### config.mk
export PLATFORM = sky130hd
export DESIGN_NAME = rr_arb_mux
export DESIGN_NICKNAME = d
export VERILOG_FILES = /design/src/rtl/rr_arb_mux.sv
export SDC_FILE = /design/constraint.sdc
export NUM_CORES = 1
export LEC_CHECK = 0
export ABC_AREA = 1
export CELL_PAD_IN_SITES_DETAIL_PLACEMENT = 1
export CELL_PAD_IN_SITES_GLOBAL_PLACEMENT = 1
export CORE_AREA = 8 8 59 61
export CTS_BUF_LIST = sky130_fd_sc_hd__clkbuf_8
export DETAILED_ROUTE_END_ITERATION = 8
export DIE_AREA = 0 0 67 69
export HOLD_SLACK_MARGIN = 0.03
export PLACE_DENSITY = 0.91
export SYNTH_ARGS = -nofsm -noshare
export SYNTH_HDL_FRONTEND = slang
export SYNTH_SLANG_ARGS = --single-unit
### constraint.sdc
create_clock -name clk -period 3.2 [get_ports clk]
set_input_delay 0.32 -clock clk [delete_from_list [all_inputs] [get_ports clk]]
set_output_delay 0.32 -clock clk [all_outputs]
set_load 0.005 [all_outputs]
### src/rtl/rr_arb_mux.sv
// N-channel registered data multiplexer with valid/ready handshaking.
// Selection is manual, fixed priority, or round-robin.
module rr_arb_mux #(
   parameter int NUM_CH = 4,
   parameter int DATA_W = 2,
   parameter int SEL_W  = $clog2(NUM_CH)
) (
   input  logic                     clk,
   input  logic                     rst,
   input  logic [1:0]               mode,
   input  logic [SEL_W-1:0]         sel,
   input  logic [NUM_CH-1:0]        in_valid,
   input  logic [NUM_CH*DATA_W-1:0] in_data,
   output logic [NUM_CH-1:0]        in_ready,
   output logic                     out_valid,
   output logic [DATA_W-1:0]        out_data,
   output logic [SEL_W-1:0]         out_ch,
   input  logic                     out_ready
);

   typedef enum logic [1:0] {
      MODE_MANUAL = 2'b00,
      MODE_FIXED  = 2'b01,
      MODE_RR     = 2'b10,
      MODE_RR_ALT = 2'b11
   } mode_e;

   logic              load;
   logic              gnt_any;
   logic [SEL_W-1:0]  gnt_idx;
   logic [SEL_W-1:0]  rr_ptr;
   logic [SEL_W-1:0]  rr_next;
   logic [NUM_CH-1:0] grant;

   // The output register can take a new beat when empty or draining this cycle.
   assign load = !out_valid || out_ready;

   // NOTE: every variable gets a default first so no path leaves it unassigned (no latch).
   always_comb begin
      gnt_any = 1'b0;
      gnt_idx = '0;
      if (load) begin
         case (mode_e'(mode))
            MODE_MANUAL: begin
               if (int'(sel) < NUM_CH && in_valid[sel]) begin
                  gnt_any = 1'b1;
                  gnt_idx = sel;
               end
            end
            MODE_FIXED: begin
               for (int i = NUM_CH - 1; i >= 0; i--) begin
                  if (in_valid[i]) begin
                     gnt_any = 1'b1;
                     gnt_idx = SEL_W'(i);
                  end
               end
            end
            default: begin
               // Scan offsets downward so the nearest valid channel past rr_ptr wins last.
               for (int k = NUM_CH - 1; k >= 0; k--) begin
                  if (in_valid[(int'(rr_ptr) + k) % NUM_CH]) begin
                     gnt_any = 1'b1;
                     gnt_idx = SEL_W'((int'(rr_ptr) + k) % NUM_CH);
                  end
               end
            end
         endcase
      end
   end

   always_comb begin
      grant = '0;
      if (gnt_any) grant[gnt_idx] = 1'b1;
   end

   assign in_ready = rst ? '0 : grant;
   assign rr_next  = (int'(gnt_idx) == NUM_CH - 1) ? '0 : gnt_idx + 1'b1;

   // NOTE: sequential state uses non-blocking assignments so all registers update together.
   always_ff @(posedge clk or posedge rst) begin
      if (rst) begin
         out_valid <= 1'b0;
         out_data  <= '0;
         out_ch    <= '0;
         rr_ptr    <= '0;
      end else if (gnt_any) begin
         out_valid <= 1'b1;
         out_data  <= in_data[gnt_idx*DATA_W +: DATA_W];
         out_ch    <= gnt_idx;
         if (mode[1]) rr_ptr <= rr_next;
      end else if (out_ready) begin
         out_valid <= 1'b0;
      end
   end

endmodule

==> results.txt, run 1 <==
Via density: 4.85
Slew headroom: 72.1%
Routing usage on met1: 12.8%
WL per Instance: 14.6 um
Final cycle utilization of the critical path: 94.8%
CP max stage cell: clkdlybuf4s50_1
Worst Tran Pin Value: 0.412 ns
Worst skew pair latency: 0.23 ns
N_diodes: 0
Filler cell count in the final layout: 341
R2R Path End: rr_ptr[1]$_DFFE_PP0P_
1st-iter DRT viols: 49
Number of global-route vias before repair: 1077
Max cap viols: 0
NumNets Final: 185
Initial antenna violation count: 0
Rows: 19
Number of synthesized flops with an enable pin: 0
Grt ovf: 0
Post-Place Worst Slack: 0.130 ns
Synthesis Warnings: 0
HPWL Detailed: 2310 um
Drt first pass iters: 4
I/O pin cnt: 28
Area of the multi-input gates: 554 sq um
Post-synthesis async set-or-reset flop share: 100%
Fmax: 330 MHz
Met2 Usage GRT: 22.7%
Register area: 176 sq um
GRT Total Usage: 12.6%
Unrepaired setup endpoints after global routing: false
DIE HEIGHT: 69 um
Largest net degree at the start of global routing: 13
Cell depth of the worst flop-to-flop path: 12
Synth top area cells: dfrtp_1, nand2_1, nand3_1
Slowest stage delay, CP: 0.56 ns
Setup skew after layout: 0.00683 ns
Gr busiest metal: met2
Placer Congestion: 0.824
Worst Path Class, Setup: in -> out
Met3 Use GR: 3.55%
Global-route wire length before repair: 4740 um
CTS sink count: 7
Post-route cell area: 1180 sq um
Final std cells w/o fill: 192
Worst Setup SP: in_valid[2]
Worst-path maximum fanout: 5
Sequential element share of the synthesized area: 21.4%
Root Buffer Master: clkbuf_8
Final hold violations: 0
I/O Buffers: 27
Setup TNS: 0 ns
Setup violations, final: 0
Post-synthesis average cell area: 6.35 sq um
TritonCTS clock tree: built
Drc violations: 0
Status: completed
Prevailing post-synth register cell: dfrtp_1
Post-synth top cells: nand2_1, inv_1, nand3_1
Die Area: 4620 sq um
Total power: 0.000619 W
P_leak: 0.612 nW
P&R area growth vs syn: 44.4%
Num CTS Buffers: 3
Clock transition at path regs: 0.04 ns
R2r setup slk: 1.15 ns
Top-area cell type share of the netlist area: 21.4%
Count leader, synth: nand2_1
Final Slew Violations: 0
Share of layout cells above drive strength 1: 16.8%
Via Count: 931
CP Capture Type: output port
Worst path required time: 2.88 ns
Syn nets: 152
PwrDens: 523 nW/um^2
Peak VDD IR: 298 uV
Mapped Cells: 129
Setup WS post-layout: 0.165 ns
CTS max path bufs: 2
Hold Path Class: in -> async
Mapped Area: 820 sq um
Placed Area: 1120 sq um
Die width: 67 um
Synth cell types: 23
Initial core utilization: 31.3%
Launch point of the worst reg-to-reg path: rr_ptr[0]$_DFFE_PP0P_
CP endpoint: in_ready[3]
Drt total wl: 2810 um
Final min period: 3.03 ns
Critical-path cell list: clkdlybuf4s50_1, inv_1, nand2_1, nand2_1, nor2_1, nand3_1, nand2_1, nand2_1, nand2_1, nand2_2, a21oi_4, ha_1, inv_1, nor3_1, clkdlybuf4s50_1
DP Cell Count: 187
Critical Path Source Type: input port
Dominant cell type by area after synthesis: dfrtp_1
Flop and latch count out of synthesis: 7
H-tree lvl count: 1
Core Region: 2620 sq um
Post-route ant nets: 0
Post-CTS Hold Fix Bufs: 0
CP dominant cell by count: nand2_1
Worst path arrival time: 2.71 ns
## report_power, final
group / total (W) / internal (W) / switching, W / leakage [nW]
clock: 0.000126 / 0.0000832 / 0.0000423 / 0.0269
combinational: 0.000347 / 0.000147 / 0.000200 / 0.503
sequential: 0.000146 / 0.000115 / 0.0000315 / 0.0823
total: 0.000619 / 0.000345 / 0.000274 / 0.612
## per-layer routing
layer / part of all wire (%) / wire [um]
met1: 43 / 1200
met3: 6.8 / 191
met2: 50 / 1390
met5: 0 / 0
met4: 1.1 / 30
## state kept, by name, summed over array words and instances (netlist names)
name,count
out_ch,2
out_data,2
out_valid,1
rr_ptr,2
## area by class of cell
cell class	instances	share of cell area, %
Clock buffer	3	3.49
Tap cell	31	3.28
Inverter	21	6.66
Sequential cell	7	14.9
Timing Repair Buffer	29	24.5
Clock inverter	1	0.317
Multi-Input combinational cell	100	46.8
## worst min path at each step
stage	to	depth (start not counted)
after floorplan	out_ch[0]$_DFFE_PP0P_	1
after detailed placement	out_ch[1]$_DFFE_PP0P_	2
after global placement	out_ch[1]$_DFFE_PP0P_	2
after global routing	out_ch[0]$_DFFE_PP0P_	2
after CTS	rr_ptr[0]$_DFFE_PP0P_	2
final	out_ch[1]$_DFFE_PP0P_	2
## worst max-delay path: cells and delay by family
| kind | cells | cell delay [ns] |
|---|---|---|
| AO/OA/AOI/OAI | 1 | 0.19 |
| AND/OR/NAND/NOR | 9 | 0.77 |
| adder cells (fa/ha/maj) | 1 | 0.18 |
| buffers and inverters | 4 | 1.25 |
## cells by family after synthesis
family / after synthesis / synth area share (%)
compound gates: 13 / 11.8
simple gates: 83 / 49.8
flops: 7 / 21.4
buf+inv: 22 / 11.0
fa+ha+maj: 4 / 6.11
## what timing repair did
| action | CTS | global route |
|---|---|---|
| resized for setup | 0 | 3 |
| setup buffers | 0 | 1 |
| setup endpoints to repair | 0 | 4 |
## through the flow
stage                     utilization [%]  hold slack (ns)
final                                45.3            0.392
after global routing                 45.3            0.447
after CTS                            44.7            0.400
after detailed placement             43.0            0.473
after global placement               43.0            0.463
after floorplan                         -            0.147
## placed cells by master (no fill, tap or decap)
master and n:
dlymetal6s2s_1 2, inv_2 4, a21oi_1 2, ha_1 4
a21oi_2 1, o21ai_1 3, o22ai_1 1, dfrtp_1 6
nand2_1 40, nand3_1 17, nand2_4 2, buf_4 2
dfrtp_2 1, o21ai_0 1, a21oi_4 1, clkbuf_8 3
nand3_4 1, o21ai_2 3, nand2_2 6, o311ai_1 1
nor2_1 12, inv_1 18, nand3_2 2, nand4_1 1
clkdlybuf4s50_1 25, nor3_1 1, nor3b_4 1
Note: power is estimated with default switching activity, not from simulation.
==> run 2: changes to the inputs <==
Settings changed: CTS_CLUSTER_SIZE from default to 28.
==> results of run 2 <==
No change in the layout: final DEF, timing and power equal those of run 1.
==> variant 1, RTL diff (config.mk and constraints of run 1) <==
Set the parameter `NUM_CH` to 2 (it was 4).
--- a/src/rtl/rr_arb_mux.sv
+++ b/src/rtl/rr_arb_mux.sv
@@ -1,7 +1,7 @@
 // N-channel registered data multiplexer with valid/ready handshaking.
 // Selection is manual, fixed priority, or round-robin.
 module rr_arb_mux #(
-   parameter int NUM_CH = 4,
+   parameter int NUM_CH = 2,
    parameter int DATA_W = 2,
    parameter int SEL_W  = $clog2(NUM_CH)
 ) (
Interface: changed (5 resized); port bits go from 28 to 18. The function was not compared with the original's and may differ.
==> variant 1 against run 1 <==
Critical path depth shrank 7. Global-route usage shrank 6.2 points. Area after synthesis shrank 60%. Sequential power shrank 44%. Setup slack gained 740 ps. Clock skew shrank 3.3 ps. Power shrank 54%. First-iteration DRC count shrank 84%. Synthesized cell count shrank 63%. Cell area shrank 51%. Final cell count shrank 48%. Sequential cell count shrank 2. Wire length shrank 55%. Critical path type unchanged. Largest power group is now the clock network. Highest routed layer unchanged.
==> variant 1: results (changes against run 1) <==
Parameter                              Value

Setup path
  FF-to-FF setup slack    2050 ps (+900 ps)
  Length in cells of the worst reg-to-reg path    8 (-4)
  Stage delay of the slowest cell on the critical path    530 ps (-30 ps)
  Data arrival time at the worst-slack endpoint    1980 ps (-730 ps)
  Startpoint of the most critical register-to-register path    out_valid
  CP Max Fanout    6 (+1)
  Worst reg2reg path endpoint    out_data[1]

Yosys
  Unique cell type count in the Yosys netlist    11 (-52%)
  Syn Inst Count    48 (-63%)
  Largest cells by area after synthesis    dfrtp_1, nand2_1, inv_1
  Proportion of synthesized chip area in sequential cells    0.385 (+0.171)
  Commonest cells in the synthesized netlist    nand2_1, inv_1, dfrtp_1, nand3_1, nor2_1
  Nets in the synthesized netlist    60 (-61%)

Finish
  Layout cell share with drive strength beyond 1    0.130 (-0.0373)
  Leading cell type in the layout, fill and taps excluded    clkdlybuf4s50_1
  Number of filler instances in the final layout    329 (-3.5%)
  Total Nets Final    82 (-56%)
  Post-Route Utilization    0.222 (-0.231)

STA
  Tightest slew margin relative to the limit    0.845 (+0.124)
  Minimum hold slack    377 ps (-14.5 ps)
  Worst Clk Skew    3.57 ps (-3.26 ps)
  Ratio of final minimum period to clock period    0.718 (-0.230)

Route
  First DRT Iteration DRCs    8 (-84%)
  Vias    381 (-59%)
  Vias per std cell    3.81 (-21%)
  WL/cell    12.6 um (-14%)

Global route
  First-pass GRT wire length    2160 um (-54%)
  Largest net degree at the start of global routing    7 (-6)
  Vias in the first global route    465 (-57%)
  Global-route usage over all layers    0.0638 (-0.0621)

Placed design
  Placer Congestion    0.658 (-20%)
  Standard cell area after detailed placement    534 um2 (-53%)
  Placed cells    96 (-49%)
  Worst slack at placement    890 ps (+759 ps)
  Port buffer count    17 (-37%)
  Estimated wirelength of the detail-placed design    1030 um (-56%)

Min path
  Worst hold path type    in2async

Power
  Leakage    0.292 nW (-52%)
  Maximum VDD drop    0.155 mV (-48%)

Clocking
  Worst-skew pair later-pin latency    230 ps (about the same)
  Clock-pin slew on the worst setup and hold paths    40 ps (about the same)
  Number of H-tree levels    1 (unchanged)

Outcome
  Run status    complete, no violations
variant 1: cell types whose count changed in the layout (fill, tap and decap cells not counted), sizes merged, moves of 2 or more:
cell,run 1,this run
dlymetal6s2s,2,0
nand2,48,16
ha,4,0
buf,2,0
dfrtp,7,5
clkdlybuf4s50,25,17
nand3,20,8
a21oi,4,1
inv,22,12
o21ai,7,1
nor2,12,4
variant 1: power by group:
group          leakage (nW)  switching, mW  internal (mW)
Sequential           0.0594        0.00623         0.0761
Combinational         0.205         0.0387         0.0437
Clock                0.0269         0.0363         0.0827
variant 1: final cells by class:
type | instances | share of cell area
clock buffers | 3 | 0.0713
clock inverters | 1 | 0.00648
inverters | 11 | 0.0713
multi-input cells | 32 | 0.274
flip-flops and latches | 5 | 0.216
well taps | 31 | 0.0670
repair buffers | 17 | 0.294
variant 1: cell families (layout without fill, tap and decap cells):
| kind of cell | Yosys count | after routing | synth area share |
|---|---|---|---|
| buf+inv | 11 | 32 | 0.127 |
| simple gates | 30 | 30 | 0.446 |
| compound gates | 2 | 2 | 0.0423 |
| flops | 5 | 5 | 0.385 |
variant 1: how the worst max path moves through the flow:
stage / depth (start not counted) / from / to
detailed placement: 8 / mode[1] / in_ready[0]
global route: 9 / mode[1] / in_ready[0]
CTS: 8 / mode[1] / in_ready[0]
finish: 8 / mode[1] / in_ready[0]
global placement: 8 / mode[1] / in_ready[0]
floorplan: 7 / out_valid / in_ready[0]
variant 1: routing by layer:
| layer | share of wire | GRT usage |
|---|---|---|
| met1 | 0.34 | 0.0481 |
| met2 | 0.58 | 0.114 |
| met3 | 0.063 | 0.0388 |
| met4 | 0.019 | 0.0419 |
| met5 | 0 | 0 |
==> variant 2, RTL diff (settings of run 1) <==
Made on the original files. Register the input `mode` before use. The logic sees it one clock later. The other inputs are not delayed to match.
--- a/src/rtl/rr_arb_mux.sv
+++ b/src/rtl/rr_arb_mux.sv
@@ -25,6 +25,12 @@
       MODE_RR_ALT = 2'b11
    } mode_e;
 
+   logic [1:0] mode_q;
+
+   always_ff @(posedge clk) begin
+      mode_q <= mode;
+   end
+
    logic              load;
    logic              gnt_any;
    logic [SEL_W-1:0]  gnt_idx;
@@ -40,7 +46,7 @@
       gnt_any = 1'b0;
       gnt_idx = '0;
       if (load) begin
-         case (mode_e'(mode))
+         case (mode_e'(mode_q))
             MODE_MANUAL: begin
                if (int'(sel) < NUM_CH && in_valid[sel]) begin
                   gnt_any = 1'b1;
@@ -87,7 +93,7 @@
          out_valid <= 1'b1;
          out_data  <= in_data[gnt_idx*DATA_W +: DATA_W];
          out_ch    <= gnt_idx;
-         if (mode[1]) rr_ptr <= rr_next;
+         if (mode_q[1]) rr_ptr <= rr_next;
       end else if (out_ready) begin
          out_valid <= 1'b0;
       end
Function: changed (Yosys sat finds a counterexample within 4 cycles, from zero or initial values and one cycle with rst high).
==> variant 2 against run 1 <==
Clock power rose by 5%. Sequential cell count increased by 2. Cell area grew 9.2%. Power rose by 15%. Global-route usage up 0.23 points. Synthesized cell count grew 9.3%. Setup slack improved by 65 ps. Area after synthesis rose by 14%. Wire length up 0.71%. Critical path type unchanged. Critical endpoint unchanged. Largest cell class unchanged.
==> variant 2: results (changes against run 1) <==
Parameter                              Value

Global route
  Global Route met2 Usage    0.239 (+0.0128)
  Met3 layer usage reported by global route    0.0339 (-0.00162)
  Vias in the first global route    1072 (-0.46%)
  Largest net degree at the start of global routing    10 (-3)
  Routing usage on met1    0.125 (-0.00348)
  Global-route usage over all layers    0.128 (+0.00231)

Placed design
  Worst slack at placement    222 ps (+91.3 ps)
  Estimated wirelength of the detail-placed design    2450 um (+6.0%)
  Placed cells    200 (+7.0%)
  Port buffer count    27 (unchanged)
  Standard cell area after detailed placement    1250 um2 (+11%)
  Placer Congestion    0.753 (-8.6%)

Route
  First DRT Iteration DRCs    36 (-27%)
  Vias per std cell    4.91 (+1.2%)
  WL/cell    13.9 um (-5.2%)
  Vias    1001 (+7.5%)

Setup path
  CP Max Fanout    9 (+4)
  Stage delay of the slowest cell on the critical path    roughly 570 ps
  Data arrival time at the worst-slack endpoint    2650 ps (-60 ps)

Yosys
  Fraction of registers with async set or reset after synthesis    0.778 (-0.222)
  Adder-cell area share of the yosys netlist    0.0535 (-0.00752)
  Unique cell type count in the Yosys netlist    26 (+13%)
  Xor and xnor area share after synthesis    0 (unchanged)
  Largest cells by area after synthesis    dfrtp_1, nand2_1, nand3_1
  Post-synthesis compound-gate area fraction    0.111 (-0.00645)
  Syn Area/Cell    6.63 um2 (+4.3%)
  Commonest cells in the synthesized netlist    nand2_1, inv_1, nand3_1, nor2_1, nand2_2
  Nets in the synthesized netlist    164 (+7.9%)
  Proportion of synthesized chip area in sequential cells    0.230 (+0.0165)

Clocking
  Num CTS Buffers    3 (unchanged)
  Count of cells resized by post-cts repair    0 (unchanged)

STA
  Worst Max-Slew Pin Slew    403 ps (-9.30 ps)
  Worst Clk Skew    0.874 ps (-5.96 ps)

Power
  Leakage    0.652 nW (+6.5%)
  Maximum VDD drop    0.299 mV (+0.24%)

Outcome
  Run status    complete, no violations

Finish
  Layout cell share with drive strength beyond 1    0.202 (+0.0346)
[variant 2: cell types whose count changed after synthesis, sizes merged, moves of 2 or more]
cell          run 1  this run
nand2            48        58
dfxtp             0         2
nor2             12        14
o21ai             7         5
[variant 2: layer usage]
metal  up-vias  share of wire
li1        506              -
met1       469           0.38
met4         0          0.013
met2        21           0.56
met5         -              0
met3         5          0.046
[variant 2: worst register-to-register path: stages (launching register included)]
cell and delay, ps:
dfrtp_1 580, buf_4 230, nand2_1 70, nand2_2 110
nor2_1 50, nand3_1 70, nand3_2 80, nand2_2 80
nand3_4 100, nand2_4 140, inv_1 80, ha_1 290
o21ai_0 160
[variant 2: stage by stage]
stage / hold WS, ps / power [mW]
after floorplan: 132 / 0.452
after global placement: 461 / 0.562
after detailed placement: 475 / 0.586
after CTS: 342 / 0.722
after global routing: 370 / 0.771
final: 328 / 0.712
[variant 2: report_power, final]
| part | internal, mW | switching (mW) |
|---|---|---|
| Clock | 0.0838 | 0.0480 |
| Sequential | 0.140 | 0.0337 |
| Combinational | 0.171 | 0.235 |
[variant 2: path summary, 6_finish.rpt]
kind / start / endpoint / slack (ps) / depth (start not counted)
max in group asynchronous: rst / out_ch[0] / 2650 / 2
worst max-delay path: in_valid[3] / in_ready[3] / 230 / 13
worst max register to register: rr_ptr[0] / rr_ptr[1] / 1080 / 12
worst min register to register: out_ch[1] / out_ch[1] / 480 / 2
worst min-delay path: rst / out_ch[1] / 330 / 2
min in group clk: out_ch[1] / out_ch[1] / 480 / 2
[variant 2: logic make-up after synthesis]
| logic type | count (synthesis) |
|---|---|
| simple gates | 94 |
| buf+inv | 22 |
| compound gates | 12 |
| flops | 9 |
| fa+ha+maj | 4 |
[variant 2: layout make-up]
| type | count | area, um2 |
|---|---|---|
| Fill cell | 363 | 1320 |
| Multi-Input combinational cell | 110 | 629 |
| Timing Repair Buffer | 29 | 285 |
| Sequential cell | 9 | 215 |
| Inverter | 21 | 78.8 |
| Clock buffer | 3 | 41.3 |
| Tap cell | 31 | 38.8 |
| Clock inverter | 1 | 3.75 |
